--- src/rtl/top_pkg.sv ---
// Top-level TL-UL width constants shared by every socket in the fabric.
package top_pkg;
    localparam int TL_AW  = 32;        // address bits
    localparam int TL_DW  = 32;        // data bits
    localparam int TL_AIW = 8;         // a_source / d_source bits
    localparam int TL_DIW = 1;         // d_sink bits
    localparam int TL_AUW = 16;        // a_user bits
    localparam int TL_DUW = 16;        // d_user bits
    localparam int TL_DBW = TL_DW / 8; // byte-mask bits
    localparam int TL_SZW = 2;         // size bits
endpackage

--- src/rtl/tlul_pkg.sv ---
// TL-UL channel structs and opcode enums, sized from top_pkg.
package tlul_pkg;
    import top_pkg::*;

    typedef enum logic [2:0] {
        PutFullData    = 3'h0,
        PutPartialData = 3'h1,
        Get            = 3'h4
    } tl_a_op_e;

    typedef enum logic [2:0] {
        AccessAck     = 3'h0,
        AccessAckData = 3'h1
    } tl_d_op_e;

    // host -> device: A channel plus D-channel ready
    typedef struct packed {
        logic              a_valid;
        tl_a_op_e          a_opcode;
        logic [2:0]        a_param;
        logic [TL_SZW-1:0] a_size;
        logic [TL_AIW-1:0] a_source;
        logic [TL_AW-1:0]  a_address;
        logic [TL_DBW-1:0] a_mask;
        logic [TL_DW-1:0]  a_data;
        logic [TL_AUW-1:0] a_user;
        logic              d_ready;
    } tl_h2d_t;

    // device -> host: D channel plus A-channel ready
    typedef struct packed {
        logic              d_valid;
        tl_d_op_e          d_opcode;
        logic [2:0]        d_param;
        logic [TL_SZW-1:0] d_size;
        logic [TL_AIW-1:0] d_source;
        logic [TL_DIW-1:0] d_sink;
        logic [TL_DW-1:0]  d_data;
        logic [TL_DUW-1:0] d_user;
        logic              d_error;
        logic              a_ready;
    } tl_d2h_t;
endpackage

--- src/rtl/tlul_host_arb_if.sv ---
// Bus bundle for tlul_host_arb.
//   tl_h_i  : per-host requests (a_*, d_ready)
//   tl_h_o  : per-host responses (d_*, a_ready)
//   tl_d_o  : device-side request
//   tl_d_i  : device-side response
//   gnt_o   : one-hot A-channel owner
//   err_o   : unroutable / underflowing D beat
// slave = the arbiter side, master = the hosts/device side driving it.
interface tlul_host_arb_if #(
    parameter int NumHosts = 2
);
    import tlul_pkg::*;

    tl_h2d_t               tl_h_i [NumHosts];
    tl_d2h_t               tl_h_o [NumHosts];
    tl_h2d_t               tl_d_o;
    tl_d2h_t               tl_d_i;
    logic [NumHosts-1:0]   gnt_o;
    logic                  err_o;

    modport slave  (input  tl_h_i, tl_d_i, output tl_h_o, tl_d_o, gnt_o, err_o);
    modport master (output tl_h_i, tl_d_i, input  tl_h_o, tl_d_o, gnt_o, err_o);
endinterface

--- src/rtl/rr_arb.sv ---
// Combinational round-robin picker: first requester at or after ptr_i,
// wrapping. Works for any N (no power-of-two assumption).
//   req_i : request vector      ptr_i : highest-priority index
//   gnt_o : one-hot winner      idx_o : winner index, vld_o : any winner
module rr_arb #(
    parameter int N = 2,
    localparam int IdxW = $clog2(N)
) (
    input  logic [N-1:0]    req_i,
    input  logic [IdxW-1:0] ptr_i,
    output logic [N-1:0]    gnt_o,
    output logic [IdxW-1:0] idx_o,
    output logic            vld_o
);
    always_comb begin
        int j;
        logic [IdxW-1:0] j_idx;
        gnt_o = '0;
        idx_o = '0;
        vld_o = 1'b0;
        j     = 0;
        j_idx = '0;
        for (int k = 0; k < N; k++) begin
            j = int'(ptr_i) + k;
            if (j >= N) j = j - N;
            j_idx = IdxW'(j);
            if (!vld_o && req_i[j_idx]) begin
                vld_o        = 1'b1;
                gnt_o[j_idx] = 1'b1;
                idx_o        = j_idx;
            end
        end
    end
endmodule

--- src/rtl/tlul_host_arb.sv ---
// Shares one TL-UL device port among NumHosts hosts.
//   clk_i, rst_i : clock, async active-high reset
//   bus          : tlul_host_arb_if.slave (host/device channels, gnt_o, err_o)
// A channel: round-robin with a lock that holds the grant while the device
// back-pressures. D channel: routed by the host ID placed in the top IdW
// bits of a_source. Each host is limited to MaxOutHost outstanding requests.
module tlul_host_arb
    import top_pkg::*;
    import tlul_pkg::*;
#(
    parameter int NumHosts   = 2,
    parameter int MaxOutHost = 4
) (
    input  logic          clk_i,
    input  logic          rst_i,
    tlul_host_arb_if.slave bus
);
    localparam int IdW  = $clog2(NumHosts);
    localparam int CntW = $clog2(MaxOutHost + 1);

    if (NumHosts < 2)       $error("NumHosts must be >= 2");
    if (IdW > TL_AIW - 1)   $error("host ID does not fit in a_source");

    typedef enum logic {IDLE, LOCKED} arb_state_e;

    arb_state_e          state_q, state_d;
    logic [IdW-1:0]      rr_ptr_q, rr_ptr_d;
    logic [IdW-1:0]      lock_id_q, lock_id_d;
    logic [CntW-1:0]     out_cnt_q [NumHosts];
    logic [CntW-1:0]     out_cnt_d [NumHosts];

    logic [NumHosts-1:0] req, arb_gnt, gnt;
    logic [IdW-1:0]      arb_idx, sel, d_id;
    logic                arb_vld, a_hs, d_ok, dev_d_ready, err;
    logic                inc, dec;
    tl_h2d_t             a_fwd;
    tl_d2h_t             d_rsp;
    tl_d2h_t             h_o [NumHosts];

    function automatic logic [IdW-1:0] ptr_next(input logic [IdW-1:0] p);
        return (p == IdW'(NumHosts - 1)) ? '0 : p + 1'b1;
    endfunction

    always_comb begin
        for (int i = 0; i < NumHosts; i++)
            req[i] = bus.tl_h_i[i].a_valid && (out_cnt_q[i] < CntW'(MaxOutHost));
    end

    rr_arb #(.N(NumHosts)) u_rr_arb (
        .req_i (req),
        .ptr_i (rr_ptr_q),
        .gnt_o (arb_gnt),
        .idx_o (arb_idx),
        .vld_o (arb_vld)
    );

    always_comb begin
        // A channel select: the lock overrides the picker
        gnt = '0;
        sel = arb_idx;
        if (state_q == LOCKED) begin
            sel      = lock_id_q;
            gnt[sel] = 1'b1;
        end else if (arb_vld) begin
            gnt = arb_gnt;
        end

        a_fwd          = bus.tl_h_i[sel];
        a_fwd.a_source = {sel, bus.tl_h_i[sel].a_source[TL_AIW-IdW-1:0]};
        a_fwd.a_valid  = (|gnt) & bus.tl_h_i[sel].a_valid;
        a_hs           = a_fwd.a_valid & bus.tl_d_i.a_ready;

        // D channel routing; an unroutable beat is sunk so the device never stalls
        d_id        = bus.tl_d_i.d_source[TL_AIW-1 -: IdW];
        d_ok        = int'(d_id) < NumHosts;
        dev_d_ready = 1'b1;
        d_rsp       = bus.tl_d_i;
        d_rsp.d_source[TL_AIW-1 -: IdW] = '0;
        err         = bus.tl_d_i.d_valid & ~d_ok;

        for (int i = 0; i < NumHosts; i++) begin
            h_o[i]         = d_rsp;
            h_o[i].d_valid = bus.tl_d_i.d_valid & d_ok & (d_id == IdW'(i));
            h_o[i].a_ready = gnt[i] & bus.tl_d_i.a_ready;
            if (d_id == IdW'(i)) dev_d_ready = bus.tl_h_i[i].d_ready;

            inc = gnt[i] & a_hs;
            dec = h_o[i].d_valid & bus.tl_h_i[i].d_ready;
            // a response for a host with nothing outstanding (e.g. after reset)
            if (dec && out_cnt_q[i] == '0) begin
                err = 1'b1;
                dec = 1'b0;
            end
            out_cnt_d[i] = out_cnt_q[i] + CntW'(inc) - CntW'(dec);
        end
        a_fwd.d_ready = dev_d_ready;

        // FSM
        state_d   = state_q;
        rr_ptr_d  = rr_ptr_q;
        lock_id_d = lock_id_q;
        case (state_q)
            IDLE: if (a_fwd.a_valid) begin
                if (a_hs) rr_ptr_d = ptr_next(sel);
                else begin
                    state_d   = LOCKED;
                    lock_id_d = sel;
                end
            end
            LOCKED: if (a_hs) begin
                state_d  = IDLE;
                rr_ptr_d = ptr_next(lock_id_q);
            end
            default: state_d = IDLE;
        endcase

        // everything handshake-related is quiet while reset is held
        if (rst_i) begin
            gnt           = '0;
            err           = 1'b0;
            a_fwd.a_valid = 1'b0;
            a_fwd.d_ready = 1'b0;
            for (int i = 0; i < NumHosts; i++) begin
                h_o[i].d_valid = 1'b0;
                h_o[i].a_ready = 1'b0;
            end
        end
    end

    assign bus.tl_d_o = a_fwd;
    assign bus.tl_h_o = h_o;
    assign bus.gnt_o  = gnt;
    assign bus.err_o  = err;

    always_ff @(posedge clk_i or posedge rst_i) begin
        if (rst_i) begin
            state_q   <= IDLE;
            rr_ptr_q  <= '0;
            lock_id_q <= '0;
            for (int i = 0; i < NumHosts; i++) out_cnt_q[i] <= '0;
        end else begin
            state_q   <= state_d;
            rr_ptr_q  <= rr_ptr_d;
            lock_id_q <= lock_id_d;
            for (int i = 0; i < NumHosts; i++) out_cnt_q[i] <= out_cnt_d[i];
        end
    end
endmodule

--- src/flat_wrapper.sv ---
// flat-port wrapper written by rule: the top's interface ports become plain ports
module tlul_host_arb_flat import top_pkg::*; import tlul_pkg::*;
#(
    parameter int NumHosts   = 2,
    parameter int MaxOutHost = 4
)
  (clk_i, rst_i, bus_tl_h_i, bus_tl_d_i, bus_tl_h_o, bus_tl_d_o, bus_gnt_o, bus_err_o);
  tlul_host_arb_if #(.NumHosts(NumHosts)) bus_i ();
  input  logic clk_i;
  input  logic rst_i;
  input wire logic [$bits(bus_i.tl_h_i)-1:0] bus_tl_h_i;
  input wire logic [$bits(bus_i.tl_d_i)-1:0] bus_tl_d_i;
  output wire logic [$bits(bus_i.tl_h_o)-1:0] bus_tl_h_o;
  output wire logic [$bits(bus_i.tl_d_o)-1:0] bus_tl_d_o;
  output wire logic [$bits(bus_i.gnt_o)-1:0] bus_gnt_o;
  output wire logic [$bits(bus_i.err_o)-1:0] bus_err_o;
  assign bus_i.tl_h_i = {>>{bus_tl_h_i}};
  assign bus_i.tl_d_i = bus_tl_d_i;
  assign bus_tl_h_o = {>>{bus_i.tl_h_o}};
  assign bus_tl_d_o = bus_i.tl_d_o;
  assign bus_gnt_o = bus_i.gnt_o;
  assign bus_err_o = bus_i.err_o;
  tlul_host_arb #(.NumHosts(NumHosts), .MaxOutHost(MaxOutHost)) u_core (.clk_i(clk_i), .rst_i(rst_i), .bus(bus_i));
endmodule
--- config.mk ---
export PLATFORM = sky130hd
export DESIGN_NAME = tlul_host_arb_flat
export DESIGN_NICKNAME = d
export VERILOG_FILES = /design/src/rtl/top_pkg.sv /design/src/rtl/tlul_pkg.sv /design/src/rtl/tlul_host_arb_if.sv /design/src/rtl/rr_arb.sv /design/src/rtl/tlul_host_arb.sv /design/src/flat_wrapper.sv
export SDC_FILE = /design/constraint.sdc
export NUM_CORES = 1
export LEC_CHECK = 0
export CORE_AREA = 10 10 194 196
export DETAILED_ROUTE_END_ITERATION = 12
export DIE_AREA = 0 0 204 206
export GPL_TIMING_DRIVEN = 0
export SLEW_MARGIN = 20
export SYNTH_ARGS = -nofsm -noshare
export SYNTH_HDL_FRONTEND = slang
export SYNTH_SLANG_ARGS = --single-unit
--- constraint.sdc ---
create_clock -name clk_i -period 6.01 [get_ports clk_i]
set_clock_uncertainty 0.2 [all_clocks]
set_input_delay 1.803 -clock clk_i [delete_from_list [all_inputs] [get_ports clk_i]]
set_output_delay 1.803 -clock clk_i [all_outputs]
set_load 0.01 [all_outputs]
==> qor.yml <==
outcome:
  run_status: "finished, final reports clean"
synthesis:
  synthesis.area_per_instance_um2: 10.60
  post_synthesis_sequential_area_ratio: 0.06701
  synth_cells: 317
  main_combinational_cell_family_by_area_after_synthesis: "multiplexers"
  netlist_area_mm2: 0.003361
  postSynth.asyncResetShare: 1.000
  yosysWarningCount: 0
  synth-simple-area-share: 0.04579
  post_synthesis_compound_gate_area_fraction: 0.02941
  yosys.area_share.xor_xnor: 0.01042
  synth_mux_area_frac: 0.4456
  synth_edf_count: 0
  synth.lib_cells_used.distinct: 37
  postSynthRegisterBits: 9
  post_synth_fa_ha_maj_area_fraction: 0.02681
  dominantRegCellSynth: "sky130_fd_sc_hd__dfrtp_1"
final_layout:
  layout.nets: 1049
  multiInputGateArea_mm2: 0.001899
  layout_filler_cell_count: 3578
  register_area_um2: 225.2
  drive_gt1_frac: 0.3307
  final_cell_count_no_fill: 1225
  final_common_cell: "sky130_fd_sc_hd__clkdlybuf4s50_1"
  syn2layout_area_growth_pct: 152.3
  mostFrequentLayoutCells: "397 x sky130_fd_sc_hd__clkdlybuf4s50_1, 133 x sky130_fd_sc_hd__buf_4, 99 x sky130_fd_sc_hd__mux2_4"
power:
  report.power.total_mw: 2.420
  power-per-cell-area_mw_per_mm2: 285.5
  worst_ir_drop_vdd_mv: 0.1595
  total_leakage_power_nw: 3.694
grt:
  first_global_vias: 3890
  gr-total-overflow: 0
  pin_count_of_the_biggest_net_entering_global_routing: 13
  groute.usage.overall: 0.09352
  grt_first_pass_wirelength_um: 29370
  grt_antenna_before_repair: 7
drt:
  antenna_left: 0
  dr_wl_met3_um: 1552
  drt_drc_violations_left: 0
  routed_wirelength_um: 22980
  highest_layer: "met4"
  met2_length_um: 13190
  route.detailed.vias_per_inst: 3.070
  drt_initial_violations: 140
  avgRoutedWirePerCell_um: 18.76
  firstDrtPassIters: 4
  routedLengthMet1_um: 8151
  vias: 3761
cts:
  ctsLongestPathBuffers: 2
  number_of_cts_inserted_buffers: 3
  clock_tree.root_cell: "sky130_fd_sc_hd__clkbuf_16"
  cts.sink_count: 9
  clock_transition_time_at_the_flip_flop_clock_pins_of_the_worst_setup_and_hold_paths_ns: 0.04
  clock_latency_ns: 0.23
  h_tree_levels: 1
  clock_tree_from_tritoncts: "yes"
sta:
  min_period_ns: 5.820
  post-route-period-util: 0.9684
  final_hold_viol_count: 0
  finalMaxSlewViolations: 0
  max_clock_freq_mhz: 171.8
  setup_viol: 0
  rsz_0062_raised_after_global_routing: "false"
  slew-limit-headroom: 0.5381
  worst-slew-pin-transition_ns: 0.6838
place:
  port-buffer-count: 444
  gpl.final_weighted_congestion: 0.8347
  place_inst: 1217
  dp_wirelength_um: 21290
worst_setup_path:
  critical_path.endpoint_type: "output port"
  timing_worst_setup_path_type: "input pin to output port"
  worst-endpoint-required_ns: 4.01
  maximum_net_fanout_on_the_critical_path: 10
  critical_path.startpoint_type: "input pin"
  timing.critical_path.arrival_ns: 3.82
  timing.reg2reg.setup_slack_ns: 3.59
die:
  effective_utilization_at_floorplan: 0.09900
  die_x_um: 204
  placementRows: 68
  boundaryPins: 515
  placeableCoreArea_mm2: 0.03395
  die_y_um: 206
  die_footprint_mm2: 0.04202
worst_hold_path:
  worstHoldPathType: "register to register"
run:
  drv_cap: 0
[synth_stat cells, types with 2 or more instances]
cell type / instances / share of area
sky130_fd_sc_hd__ha_1: 4 / 0.015
sky130_fd_sc_hd__buf_12: 10 / 0.060
sky130_fd_sc_hd__nor2b_1: 2 / 0.0037
sky130_fd_sc_hd__buf_4: 133 / 0.30
sky130_fd_sc_hd__nor2_1: 9 / 0.010
sky130_fd_sc_hd__dfrtp_1: 9 / 0.067
sky130_fd_sc_hd__nand2_1: 4 / 0.0045
sky130_fd_sc_hd__xnor2_1: 2 / 0.0052
sky130_fd_sc_hd__a21oi_1: 5 / 0.0074
sky130_fd_sc_hd__fa_1: 2 / 0.012
sky130_fd_sc_hd__nand3_1: 2 / 0.0030
sky130_fd_sc_hd__xor2_1: 2 / 0.0052
sky130_fd_sc_hd__mux2_4: 99 / 0.44
sky130_fd_sc_hd__nor3_1: 2 / 0.0030
sky130_fd_sc_hd__inv_1: 10 / 0.011
[layer usage]
| layer | global-route usage | up-vias |
|---|---|---|
| met1 | 0.09980 | 1711 |
| li1 | - | 1845 |
| met4 | 0.009786 | 0 |
| met3 | 0.01928 | 14 |
| met2 | 0.1883 | 191 |
| met5 | 0 | - |
[logic make-up after synthesis]
family                     count (synthesis)
AOI/OAI and AO/OA                         13
xor gates and xnor gates                   4
adders and majority gates                  6
buffers and inverters                    156
DFF                                        9
muxes                                    100
other                                      1
and+or+nand+nor                           28
[stage by stage]
stage | setup WS (ns) | TNS [ns] | hold WS (ns) | utilization | area, um^2
2_1_floorplan | 1.093 | 0 | 0.2727 | - | 3364
3_3_place_gp | -0.2479 | -18.04 | 0.3094 | 0.2468 | 8378
3_5_place_dp | -0.2403 | -17.19 | 0.3401 | 0.2468 | 8378
4_1_cts | 0.0008598 | 0 | 0.3448 | 0.2492 | 8458
5_1_grt | 0.1281 | 0 | 0.3938 | 0.2497 | 8478
6_report | 0.1897 | 0 | 0.3516 | 0.2497 | 8478
[worst max-delay path, stage by stage]
cell and delay, ns:
sky130_fd_sc_hd__dlygate4sd2_1 0.29, sky130_fd_sc_hd__nor3b_2 0.20, sky130_fd_sc_hd__o31ai_4 0.26, sky130_fd_sc_hd__buf_6 0.15, sky130_fd_sc_hd__buf_12 0.14, sky130_fd_sc_hd__buf_12 0.15
sky130_fd_sc_hd__mux2_4 0.30, sky130_fd_sc_hd__clkdlybuf4s50_1 0.50
[area by class of cell]
type / instances / area share
repair buffers: 446 / 0.5233
multi-input cells: 153 / 0.2240
plain buffers: 146 / 0.1446
well taps: 455 / 0.06715
flip-flops and latches: 9 / 0.02656
clock buffers: 4 / 0.009298
inverters: 10 / 0.004427
diodes: 2 / 0.0005903
[report_power, final]
group | internal (mW) | total (mW) | switching, mW | leakage (nW)
Combinational | 1.36 | 2.18 | 0.820 | 3.55
Clock | 0.0887 | 0.118 | 0.0290 | 0.0382
Sequential | 0.0949 | 0.127 | 0.0319 | 0.104
[repair_timing]
action	CTS	global route
cloned	0	0
hold buffers	0	0
pin swaps	1	1
setup buffers	2	0
resized for setup	46	4
endpoints found under the setup margin	100	56
[worst paths after layout]
path,start,to,cells after the start
max,bus_tl_h_i[203],bus_tl_d_o[46],8
min,u_core.out_cnt_q[2]$_DFF_PP0_,u_core.out_cnt_q[2]$_DFF_PP0_,1
max reg2reg,u_core.out_cnt_q[5]$_DFF_PP0_,u_core.out_cnt_q[5]$_DFF_PP0_,8
min reg2reg,u_core.out_cnt_q[2]$_DFF_PP0_,u_core.out_cnt_q[2]$_DFF_PP0_,1
max in group asynchronous,rst_i,u_core.out_cnt_q[2]$_DFF_PP0_,2
min in group asynchronous,rst_i,u_core.out_cnt_q[4]$_DFF_PP0_,2
Note: power is estimated with default switching activity, not from simulation.
==> edit (same settings) <==
Set the package constant `TL_DUW` to 15 (it was 16).
--- a/src/rtl/top_pkg.sv
+++ b/src/rtl/top_pkg.sv
@@ -5,7 +5,7 @@
     localparam int TL_AIW = 8;         // a_source / d_source bits
     localparam int TL_DIW = 1;         // d_sink bits
     localparam int TL_AUW = 16;        // a_user bits
-    localparam int TL_DUW = 16;        // d_user bits
+    localparam int TL_DUW = 15;        // d_user bits
     localparam int TL_DBW = TL_DW / 8; // byte-mask bits
     localparam int TL_SZW = 2;         // size bits
 endpackage
Interface: changed (resized bus_tl_d_i and bus_tl_h_o); port bits go from 515 to 512. The function was not compared with the original's and may differ.
==> edit against the unedited design <==
  * Design area is 0.19% lower
  * Worst setup slack better by 0.14 ns
  * Wire length fell by 1.6%
  * Non-clock buffer count did not move
  * Sequential share of layout area barely moved
  * Count of clock-buffer cells in the layout stayed put
  * Power increased by 0.29%
  * Fmax up 2.6%
  * Synthesized area fell by 0.45%
  * Sequential cell count unchanged
  * Largest power group unchanged
==> edit: results (changes against the unedited design) <==
** Routing
- Number of DRC markers in iteration 0 :: 125 (-11%)
- Met1 routed wirelength after detailed routing :: 8.684 mm (+6.5%)
- Routed WL :: 22.62 mm (-1.6%)
- The detailed-route via count is 3752 (-0.24%).
- DR WL met2 :: 12.00 mm (-9.0%)
- The detailed route wirelength on metal3 was 1.854 mm (+19%).

** Outcome
- Result of the run :: finished clean

** CTS
- The H-tree depth came to 1 (unchanged).
- The count of instances resized after the clock tree is built is 53 (+15%).
- The count of buffers added by post-CTS timing repair for setup was 4 (+2).
- Worst-path clk slew :: 0.04 ns (about the same)

** Place
- Placed wire-length estimate :: 20.78 mm (-2.4%)
- The global placer's final weighted congestion came to 0.9075 (+8.7%).
- The number of buffers added on ports is 442 (-0.45%).
- Pre-CTS WS :: -0.1542 ns (+0.08612 ns)

** Cells and area
- The data-path buffer share of cell area in the final layout is 0.6680 (about the same).
- Fraction of area in registers :: 0.02662 (+0.00005105)
- Clock buffers :: 4 (unchanged)
- Fraction of final layout cells with drive strength greater than 1 :: 0.3320 (+0.001302)
- The fraction of standard cell area in multi-input logic came to 0.2243 (+0.0002828).
- FILL cells :: 3594 (+0.45%)
- The clock-cell share of area is 0.009315 (+0.00001787).
- The count of nets after finishing came to 1048 (-0.095%).
- Inverter count :: 10 (unchanged)
- N_diodes :: 0 (-2)

** Timing
- Peak Freq :: 176.2 MHz (+2.6%)
- The relative slew slack came to 0.5929 (+0.05478).

** Synthesis
- Counting instances in the post-synthesis netlist gives the leading cell types as 131 x buf_4, 99 x mux2_4, 10 x buf_12, 10 x inv_1.
- Share of synthesized area occupied by flip-flops and latches :: 0.06731 (+0.0003007)
- Number of warning messages in the yosys log :: 0 (unchanged)
- The number of storage elements in the synthesis netlist is 9 (unchanged).
- Ranked by total cell area, the synthesized netlist is headed by mux2_4 44%, buf_4 29%, dfrtp_1 6.7%, buf_12 6.0%, ha_1 1.5%.

** Global route
- Global-route wire length before repair :: 29.33 mm (-0.14%)
- Vias in the first global route :: 3855 (-0.90%)
- GRT Total Usage :: 0.09286 (-0.0006647)
- Largest net degree at the start of global routing :: 13 (unchanged)
- Met1 Resource Use GR :: 0.1134 (+0.01364)
- Met2 track demand over resource in global routing :: 0.1719 (-0.01644)
- Initial antenna violation count :: 3 (-4)

** Critical path
- The data arrival at the endpoint of the critical path was 3.67 ns (-0.15 ns).
- The worst-case register-to-register setup slack was 3.57 ns (-0.02 ns).
- Critical Path Fanout Max :: 10 (unchanged)

** Pwr
- Largest voltage drop on the vdd net :: 0.0001752 V (+9.8%)
- The leakage dissipation was 3.727 nW (+0.90%).

** Hold path
- The min-delay analysis places its worst path in the category reg2reg.
## edit: cell count changes in the layout (fill, tap and decap cells not counted), moves of 2 or more
cell / unedited run / this run
clkdlybuf4s50_1: 397 / 389
dlymetal6s2s_1: 3 / 7
buf_4: 133 / 135
diode_2: 2 / 0
dlygate4sd2_1: 44 / 46
## edit: power by group
group | switching, W | total, W | internal, W
logic | 0.000841 | 0.00219 | 0.00134
clock network | 0.0000261 | 0.000114 | 0.0000884
registers | 0.0000324 | 0.000127 | 0.0000949
## edit: logic make-up (layout without fill, tap and decap cells)
logic type / count (synthesis) / after routing / share of synthesized area
flops: 9 / 9 / 0.06732
compound gates: 13 / 13 / 0.02955
fa+ha+maj: 6 / 6 / 0.02693
mux: 100 / 100 / 0.4476
other cells: 1 / 2 / 0.001121
xor+xnor: 4 / 4 / 0.01047
simple gates: 28 / 28 / 0.04600
buf+inv: 154 / 606 / 0.3710
## edit: worst paths after layout
kind / from / endpoint / cells after the start
max in group asynchronous: rst_i / u_core.rr_ptr_q / 2
min in group asynchronous: rst_i / u_core.out_cnt_q[5] / 2
hold / removal: u_core.out_cnt_q[2] / u_core.out_cnt_q[2] / 1
hold reg to reg: u_core.out_cnt_q[2] / u_core.out_cnt_q[2] / 1
setup / recovery: bus_tl_h_i[203] / bus_tl_d_o[90] / 8
setup reg to reg: u_core.out_cnt_q[2] / u_core.out_cnt_q[2] / 8
## edit: through the flow
stage               hold slack [ns]  instance area (um^2)  std cells    util
finish                       0.3162                  8462       1223  0.2493
CTS                          0.3192                  8433       1222  0.2484
global route                 0.3572                  8462       1223  0.2493
detailed placement           0.3123                  8343       1213  0.2458
global placement             0.3114                  8343       1213  0.2458
floorplan                    0.2727                  3349        316       -
